==> config.mk <==
export PLATFORM = sky130hd
export DESIGN_NAME = router_psum_out_flat
export DESIGN_NICKNAME = d
export VERILOG_FILES = /design/src/rtl/router_psum_out_pkg.sv /design/src/rtl/router_psum_out_if.sv /design/src/rtl/router_psum_out_sync_fifo.sv /design/src/rtl/router_psum_out.sv /design/src/flat_wrapper.sv
export SDC_FILE = /design/constraint.sdc
export NUM_CORES = 1
export LEC_CHECK = 0
export BUFFER_PORTS_ARGS = -buffer_cell sky130_fd_sc_hd__buf_2
export CAP_MARGIN = 20
export CORE_UTILIZATION = 30
export CTS_CLUSTER_SIZE = 12
export DETAILED_ROUTE_END_ITERATION = 7
export GPL_TIMING_DRIVEN = 0
export PLACE_DENSITY = 0.57
export SLEW_MARGIN = 40
export SYNTH_ARGS = -nofsm -noshare
export SYNTH_HDL_FRONTEND = slang
export SYNTH_HIERARCHICAL = 1
export SYNTH_SLANG_ARGS = --single-unit
export TNS_END_PERCENT = 10
==> constraint.sdc <==
create_clock -name clk -period 6.1 [get_ports clk]
set_clock_uncertainty 0.1 [all_clocks]
set_input_delay 0.915 -clock clk [delete_from_list [all_inputs] [get_ports clk]]
set_output_delay 0.915 -clock clk [all_outputs]
set_load 0.05 [all_outputs]
==> src/rtl/router_psum_out_pkg.sv <==
// router_psum_out_pkg: shared job geometry, GLB base addresses and FSM encoding
package router_psum_out_pkg;
  localparam int DATA_BITWIDTH = 16;
  localparam int ADDR_BITWIDTH_GLB = 10;
  localparam int KERNEL_SIZE = 3;
  localparam int ACT_SIZE = 5;
  localparam int NUM_PSUM = (ACT_SIZE - KERNEL_SIZE + 1) * (ACT_SIZE - KERNEL_SIZE + 1);
  localparam int FIFO_DEPTH = 4;
  localparam int A_READ_ADDR = 0;
  localparam int A_LOAD_ADDR = 0;
  localparam int P_WRITE_ADDR = 500;
  typedef enum logic [1:0] {IDLE = 2'd0, ACTIVE = 2'd1, DRAIN = 2'd2, DONE = 2'd3} state_t;
endpackage

==> src/rtl/router_psum_out_if.sv <==
// router_psum_out_if: PE psum handshake plus GLB write port
// slave = router side (takes psums, drives GLB writes); master = PE/GLB environment side
interface router_psum_out_if #(
  parameter int DATA_BITWIDTH = router_psum_out_pkg::DATA_BITWIDTH,
  parameter int ADDR_BITWIDTH_GLB = router_psum_out_pkg::ADDR_BITWIDTH_GLB
);
  logic [DATA_BITWIDTH-1:0] psum_data_i;
  logic psum_enable_i;
  logic psum_ready_o;
  logic glb_busy_i;
  logic [ADDR_BITWIDTH_GLB-1:0] psum_addr_write;
  logic [DATA_BITWIDTH-1:0] psum_data_write;
  logic psum_write_en;
  modport slave (
    input psum_data_i, psum_enable_i, glb_busy_i,
    output psum_ready_o, psum_addr_write, psum_data_write, psum_write_en
  );
  modport master (
    output psum_data_i, psum_enable_i, glb_busy_i,
    input psum_ready_o, psum_addr_write, psum_data_write, psum_write_en
  );
endinterface

==> src/rtl/router_psum_out_sync_fifo.sv <==
// sync_fifo: small synchronous FIFO with registered head; push+pop together is legal when not full
// ports: clk, rst, clr (flush), push/din, pop, full, empty, head
module sync_fifo #(
  parameter int DATA_BITWIDTH = 16,
  parameter int FIFO_DEPTH = 4
) (
  input  logic clk,
  input  logic rst,
  input  logic clr,
  input  logic push,
  input  logic pop,
  input  logic [DATA_BITWIDTH-1:0] din,
  output logic full,
  output logic empty,
  output logic [DATA_BITWIDTH-1:0] head
);
  localparam int AW = $clog2(FIFO_DEPTH);
  logic [DATA_BITWIDTH-1:0] mem [FIFO_DEPTH];
  logic [AW-1:0] wr_ptr, rd_ptr;
  logic [AW:0] count;
  logic do_push, do_pop;
  assign full = count == (AW+1)'(FIFO_DEPTH);
  assign empty = count == '0;
  assign head = mem[rd_ptr];
  assign do_push = push && !full;
  assign do_pop = pop && !empty;
  always_ff @(posedge clk)
    if (do_push) mem[wr_ptr] <= din;
  always_ff @(posedge clk) begin
    if (rst || clr) begin
      wr_ptr <= '0;
      rd_ptr <= '0;
      count <= '0;
    end else begin
      wr_ptr <= wr_ptr + AW'(do_push);
      rd_ptr <= rd_ptr + AW'(do_pop);
      count <= count + (AW+1)'(do_push) - (AW+1)'(do_pop);
    end
  end
endmodule

==> src/rtl/router_psum_out.sv <==
// router_psum_out: buffers PE partial sums and writes them in order to the GLB from a base address
// ports: clk, reset (sync, active-high), start, done_o (one-cycle pulse), bus (psum handshake + GLB write)
module router_psum_out #(
  parameter int DATA_BITWIDTH = router_psum_out_pkg::DATA_BITWIDTH,
  parameter int ADDR_BITWIDTH_GLB = router_psum_out_pkg::ADDR_BITWIDTH_GLB,
  parameter int NUM_PSUM = router_psum_out_pkg::NUM_PSUM,
  parameter int FIFO_DEPTH = router_psum_out_pkg::FIFO_DEPTH,
  parameter int P_WRITE_ADDR = router_psum_out_pkg::P_WRITE_ADDR
) (
  input  logic clk,
  input  logic reset,
  input  logic start,
  output logic done_o,
  router_psum_out_if.slave bus
);
  import router_psum_out_pkg::*;
  localparam int CW = $clog2(NUM_PSUM + 1);
  state_t state, state_nx;
  logic [CW-1:0] accept_cnt, write_cnt;
  logic [DATA_BITWIDTH-1:0] head;
  logic full, empty, push, pop, clr;
  assign bus.psum_ready_o = state == ACTIVE && !full && accept_cnt < CW'(NUM_PSUM);
  assign push = bus.psum_enable_i && bus.psum_ready_o;
  assign pop = (state == ACTIVE || state == DRAIN) && !empty && !bus.glb_busy_i;
  assign clr = state == IDLE && start;
  assign done_o = state == DONE;
  sync_fifo #(.DATA_BITWIDTH(DATA_BITWIDTH), .FIFO_DEPTH(FIFO_DEPTH)) u_fifo (
    .clk(clk), .rst(reset), .clr(clr), .push(push), .pop(pop), .din(bus.psum_data_i),
    .full(full), .empty(empty), .head(head)
  );
  always_comb begin
    state_nx = state;
    state_nx = state == IDLE   ? (start ? ACTIVE : IDLE) :
               state == ACTIVE ? (push && accept_cnt == CW'(NUM_PSUM - 1) ? DRAIN : ACTIVE) :
               state == DRAIN  ? (write_cnt == CW'(NUM_PSUM) ? DONE : DRAIN) : IDLE;
  end
  always_ff @(posedge clk) begin
    if (reset) begin
      state <= IDLE;
      accept_cnt <= '0;
      write_cnt <= '0;
      bus.psum_write_en <= 1'b0;
      bus.psum_data_write <= '0;
      bus.psum_addr_write <= '0;
    end else begin
      state <= state_nx;
      bus.psum_write_en <= pop;
      accept_cnt <= clr ? '0 : accept_cnt + CW'(push);
      write_cnt <= clr ? '0 : write_cnt + CW'(pop && write_cnt < CW'(NUM_PSUM));
      if (pop) begin
        bus.psum_data_write <= head;
        bus.psum_addr_write <= ADDR_BITWIDTH_GLB'(P_WRITE_ADDR + int'(write_cnt));
      end
    end
  end
endmodule

==> src/flat_wrapper.sv <==
// flat-port wrapper written by rule: the top's interface ports become plain ports
module router_psum_out_flat import router_psum_out_pkg::*;
#(
  parameter int DATA_BITWIDTH = router_psum_out_pkg::DATA_BITWIDTH,
  parameter int ADDR_BITWIDTH_GLB = router_psum_out_pkg::ADDR_BITWIDTH_GLB,
  parameter int NUM_PSUM = router_psum_out_pkg::NUM_PSUM,
  parameter int FIFO_DEPTH = router_psum_out_pkg::FIFO_DEPTH,
  parameter int P_WRITE_ADDR = router_psum_out_pkg::P_WRITE_ADDR
)
  (clk, reset, start, done_o, bus_psum_data_i, bus_psum_enable_i, bus_glb_busy_i, bus_psum_ready_o, bus_psum_addr_write, bus_psum_data_write, bus_psum_write_en);
  router_psum_out_if #(.DATA_BITWIDTH(DATA_BITWIDTH), .ADDR_BITWIDTH_GLB(ADDR_BITWIDTH_GLB)) bus_i ();
  input  logic clk;
  input  logic reset;
  input  logic start;
  output logic done_o;
  input wire logic [$bits(bus_i.psum_data_i)-1:0] bus_psum_data_i;
  input wire logic [$bits(bus_i.psum_enable_i)-1:0] bus_psum_enable_i;
  input wire logic [$bits(bus_i.glb_busy_i)-1:0] bus_glb_busy_i;
  output wire logic [$bits(bus_i.psum_ready_o)-1:0] bus_psum_ready_o;
  output wire logic [$bits(bus_i.psum_addr_write)-1:0] bus_psum_addr_write;
  output wire logic [$bits(bus_i.psum_data_write)-1:0] bus_psum_data_write;
  output wire logic [$bits(bus_i.psum_write_en)-1:0] bus_psum_write_en;
  assign bus_i.psum_data_i = bus_psum_data_i;
  assign bus_i.psum_enable_i = bus_psum_enable_i;
  assign bus_i.glb_busy_i = bus_glb_busy_i;
  assign bus_psum_ready_o = bus_i.psum_ready_o;
  assign bus_psum_addr_write = bus_i.psum_addr_write;
  assign bus_psum_data_write = bus_i.psum_data_write;
  assign bus_psum_write_en = bus_i.psum_write_en;
  router_psum_out #(.DATA_BITWIDTH(DATA_BITWIDTH), .ADDR_BITWIDTH_GLB(ADDR_BITWIDTH_GLB), .NUM_PSUM(NUM_PSUM), .FIFO_DEPTH(FIFO_DEPTH), .P_WRITE_ADDR(P_WRITE_ADDR)) u_core (.clk(clk), .reset(reset), .start(start), .done_o(done_o), .bus(bus_i));
endmodule
==> qor.txt <==
HPWL after DPL - 5.52 mm
Final Hold Vio Count - 0
R2R cell count - 13
input/output buffers - 49
Crit path top cell by count - xnor2_1
Leak - 0.00178 uW
worst path bufs/invs - 4
DR vias - 2289
Crit. path cell count - 13
Critical Path Sink Type - flip-flop
RR Endpoint - u_core/u_fifo/count[2]
commonest non-fill, non-tap cell in the layout - edfxtp_1
Mapped Nets - 312
Slew headroom - 56.8%
Max IR drop VDD - 0.000172 V
Max FO, Critical Path - 11
Max Fclk - 348 MHz
CTS max path bufs - 2
initial antenna violation count - 0
DR WL/cell - 14.2 um
Final Max Tran Viols - 0
Crit Path Category - reg -> reg
post-DR vias/cell - 4.35
share of cells above drive strength 1 - 32.3%
CP max-delay cell - dfxtp_1
Die Span Y - 119 um
DRC viols - 0
actual slew at the worst max-slew pin - 0.648 ns
initial cell density of the core - 30.8%
Worst-path clk slew - 0.07 ns
Hold Path Depth - 2
Syn Area/Cell - 14.6 sq um
cts repair resizes - 0
CTS root buf - clkbuf_16
Post-CTS Setup Bufs - 0
# diodes - 0
I/O pin cnt - 50
TritonCTS clock tree - built
Setup crit start kind - flip-flop
Setup WS pre-CTS - 2.90 ns
arrival time worst endpoint - 2.99 ns
PD cells - 281 mW/mm^2
worst-path cell chain - inv_1 > ha_1 > or3b_1 > buf_2 > clkinv_4 > buf_6 > o31ai_2 > xnor2_1 > ha_1 > fa_1 > xnor2_1 > xnor2_1 > nor3_1
internal power - 1090 uW
largest net degree at the start of global routing - 20
reg2reg setup slack - 3.22 ns
ANT nets after route - 0
Post-Route Utilization - 37.2%
Clock power frac - 42.4%
Hold Startpoint - u_core/bus.psum_data_write[4]
worst-skew pair later-pin latency - 0.34 ns
Die Footprint - 0.0141 sq mm
max cap viols - 0
Worst Hold Class - reg -> reg
Period Utilization, post-route - 47.2%
RSZ-0062 raised after global routing - no
RR Startpoint - u_core/state[1]
# rows - 42
Pre-antenna DRT Iters - 4
sequential share of power - 54.5%
Min Clock Period, post-route - 2.88 ns
wirelength, routed - 7.47 mm
vias in the first global route - 2320
final setup TNS - 0 ns
overall global routing resource usage - 11.4%
final worst setup slack - 3.22 ns
#FFs+latches synth - 104
TritonCTS Sinks - 104
hold buffer count at cts - 0
Die Span X - 119 um
CTS Buf Count - 9
sequential cell area fraction in the yosys report - 66.7%
most frequent cells in the layout - edfxtp_1 (64), buf_2 (55), nand2_1 (42)
Cells after Synth - 279
Comb pwr share - 3.1%
Req. time, crit path - 6.22 ns
total grt overflow - 0
core area - 0.0132 sq mm
switching share of power - 21.0%
synthesis-to-finish area growth - 20.6%
nets - 378
Cell variety after synth - 39
final-report setup violation count - 0
Post-Synthesis Cell Area - 0.00408 sq mm
largest delay contributor family on the critical path - adder cells
Hold EP - u_core/bus.psum_data_write[4]
status - complete, no violations
Sw Pwr - 290 uW
DR iter-0 viols - 73
Ys Warns - 6
max incr delay on CP - 0.37 ns
first-pass GRT wire length - 12.0 mm
GPL Wtd Cong - 0.716
htree depth - 3
logic make-up (layout without fill, tap and decap cells):
family                   Yosys count  count (layout)  synth area share [%]
buffers and inverters             23              94                  3.71
XOR/XNOR                           9               9                  1.93
flip-flops                       104             104                  66.7
multiplexers                      16              16                  8.83
AND/OR/NAND/NOR                   84              84                  10.1
AO/OA/AOI/OAI                     31              31                  4.85
adder cells (fa/ha/maj)           12              12                  3.86
layer usage:
layer / part of all wire, % / vias to the layer above / wire (um) / track usage [%]
met5: 0 / - / 0 / 0
met1: 47 / 1103 / 3490 / 14.1
li1: - / 1150 / - / -
met2: 49 / 34 / 3690 / 19.3
met4: 0.62 / 0 / 46 / 3.56
met3: 3.2 / 2 / 237 / 3.14
power by group through the flow:
stage | Sequential (uW) | Combinational (uW) | Clock, uW
final | 754 | 42.7 | 587
after global routing | 754 | 47.2 | 636
after CTS | 754 | 43.2 | 603
after detailed placement | 770 | 43.1 | 0
after global placement | 770 | 40.3 | 0
after floorplan | 772 | 20.7 | 0
worst max path at each step:
| stage | start | end | slack, ns |
|---|---|---|---|
| final | u_core/state[1] | u_core/u_fifo/count[2] | 3.22 |
| after global routing | u_core/state[0] | u_core/u_fifo/count[2] | 3.07 |
| after CTS | u_core/state[0] | u_core/u_fifo/count[2] | 3.20 |
| after detailed placement | bus_glb_busy_i | u_core/u_fifo/count[2] | 2.90 |
| after global placement | bus_psum_enable_i | u_core/u_fifo/mem[2][5] | 2.05 |
| after floorplan | u_core/accept_cnt[2] | u_core/u_fifo/mem[1][0] | 2.13 |
through the flow:
stage | cell area, sq um | hold WS, ns | instances | total power [uW]
6_report | 4920 | 0.354 | 526 | 1380
5_1_grt | 4920 | 0.378 | 526 | 1440
4_1_cts | 4920 | 0.355 | 526 | 1400
3_5_place_dp | 4610 | 0.345 | 510 | 813
3_3_place_gp | 4550 | 0.344 | 504 | 810
2_1_floorplan | 4080 | 0.368 | 279 | 792
worst reg2reg max path, cell delays in order, from the launching register on:
cell and delay, ns:
dfxtp_1 0.37, inv_1 0.07, ha_1 0.29, or3b_1 0.35
buf_2 0.16, clkinv_4 0.08, buf_6 0.15, o31ai_2 0.11
xnor2_1 0.14, ha_1 0.20, fa_1 0.37, xnor2_1 0.17
xnor2_1 0.14, nor3_1 0.05
Yosys cell counts, drive strengths merged:
cell type,count,area share (%)
xor2,3,0.64
a31o,1,0.21
nand2b,4,0.80
a211oi,2,0.37
mux4,16,8.8
o31ai,1,0.31
o311ai,1,0.21
xnor2,6,1.3
nor3b,4,0.86
inv,6,0.55
a21oi,21,2.9
dfxtp,40,20
nor3,8,0.98
clkinv,1,0.21
and3b,2,0.43
fa,1,0.49
a41oi,1,0.21
o221ai,1,0.21
and3,2,0.31
edfxtp,64,47
o21ai,2,0.25
and2,7,1.1
nand4b,1,0.21
buf,13,2.7
or3b,1,0.21
o31a,1,0.21
nand2,42,3.9
nand3,1,0.12
ha,11,3.4
nor2,11,1.0
nor4b,1,0.21
clkbuf,3,0.28
sequential cells by signal (all words and copies together), names as in the netlist:
signal	count
u_core/write_cnt	4
u_core/accept_cnt	4
u_core/bus.psum_data_write	16
u_core/u_fifo/count	3
u_core/bus.psum_write_en	1
u_core/u_fifo/rd_ptr	2
u_core/u_fifo/mem	64
u_core/bus.psum_addr_write	6
u_core/u_fifo/wr_ptr	2
u_core/state	2
layout make-up:
cell class	instances	area (sq um)
inverters	7	31.3
fillers	1292	8320
repair buffers	55	292
flip-flops and latches	104	2720
clock inverters	7	86.3
multi-input cells	152	1220
plain buffers	16	120
clock buffers	9	225
well taps	176	220
Note: power is estimated with default switching activity, not from simulation.
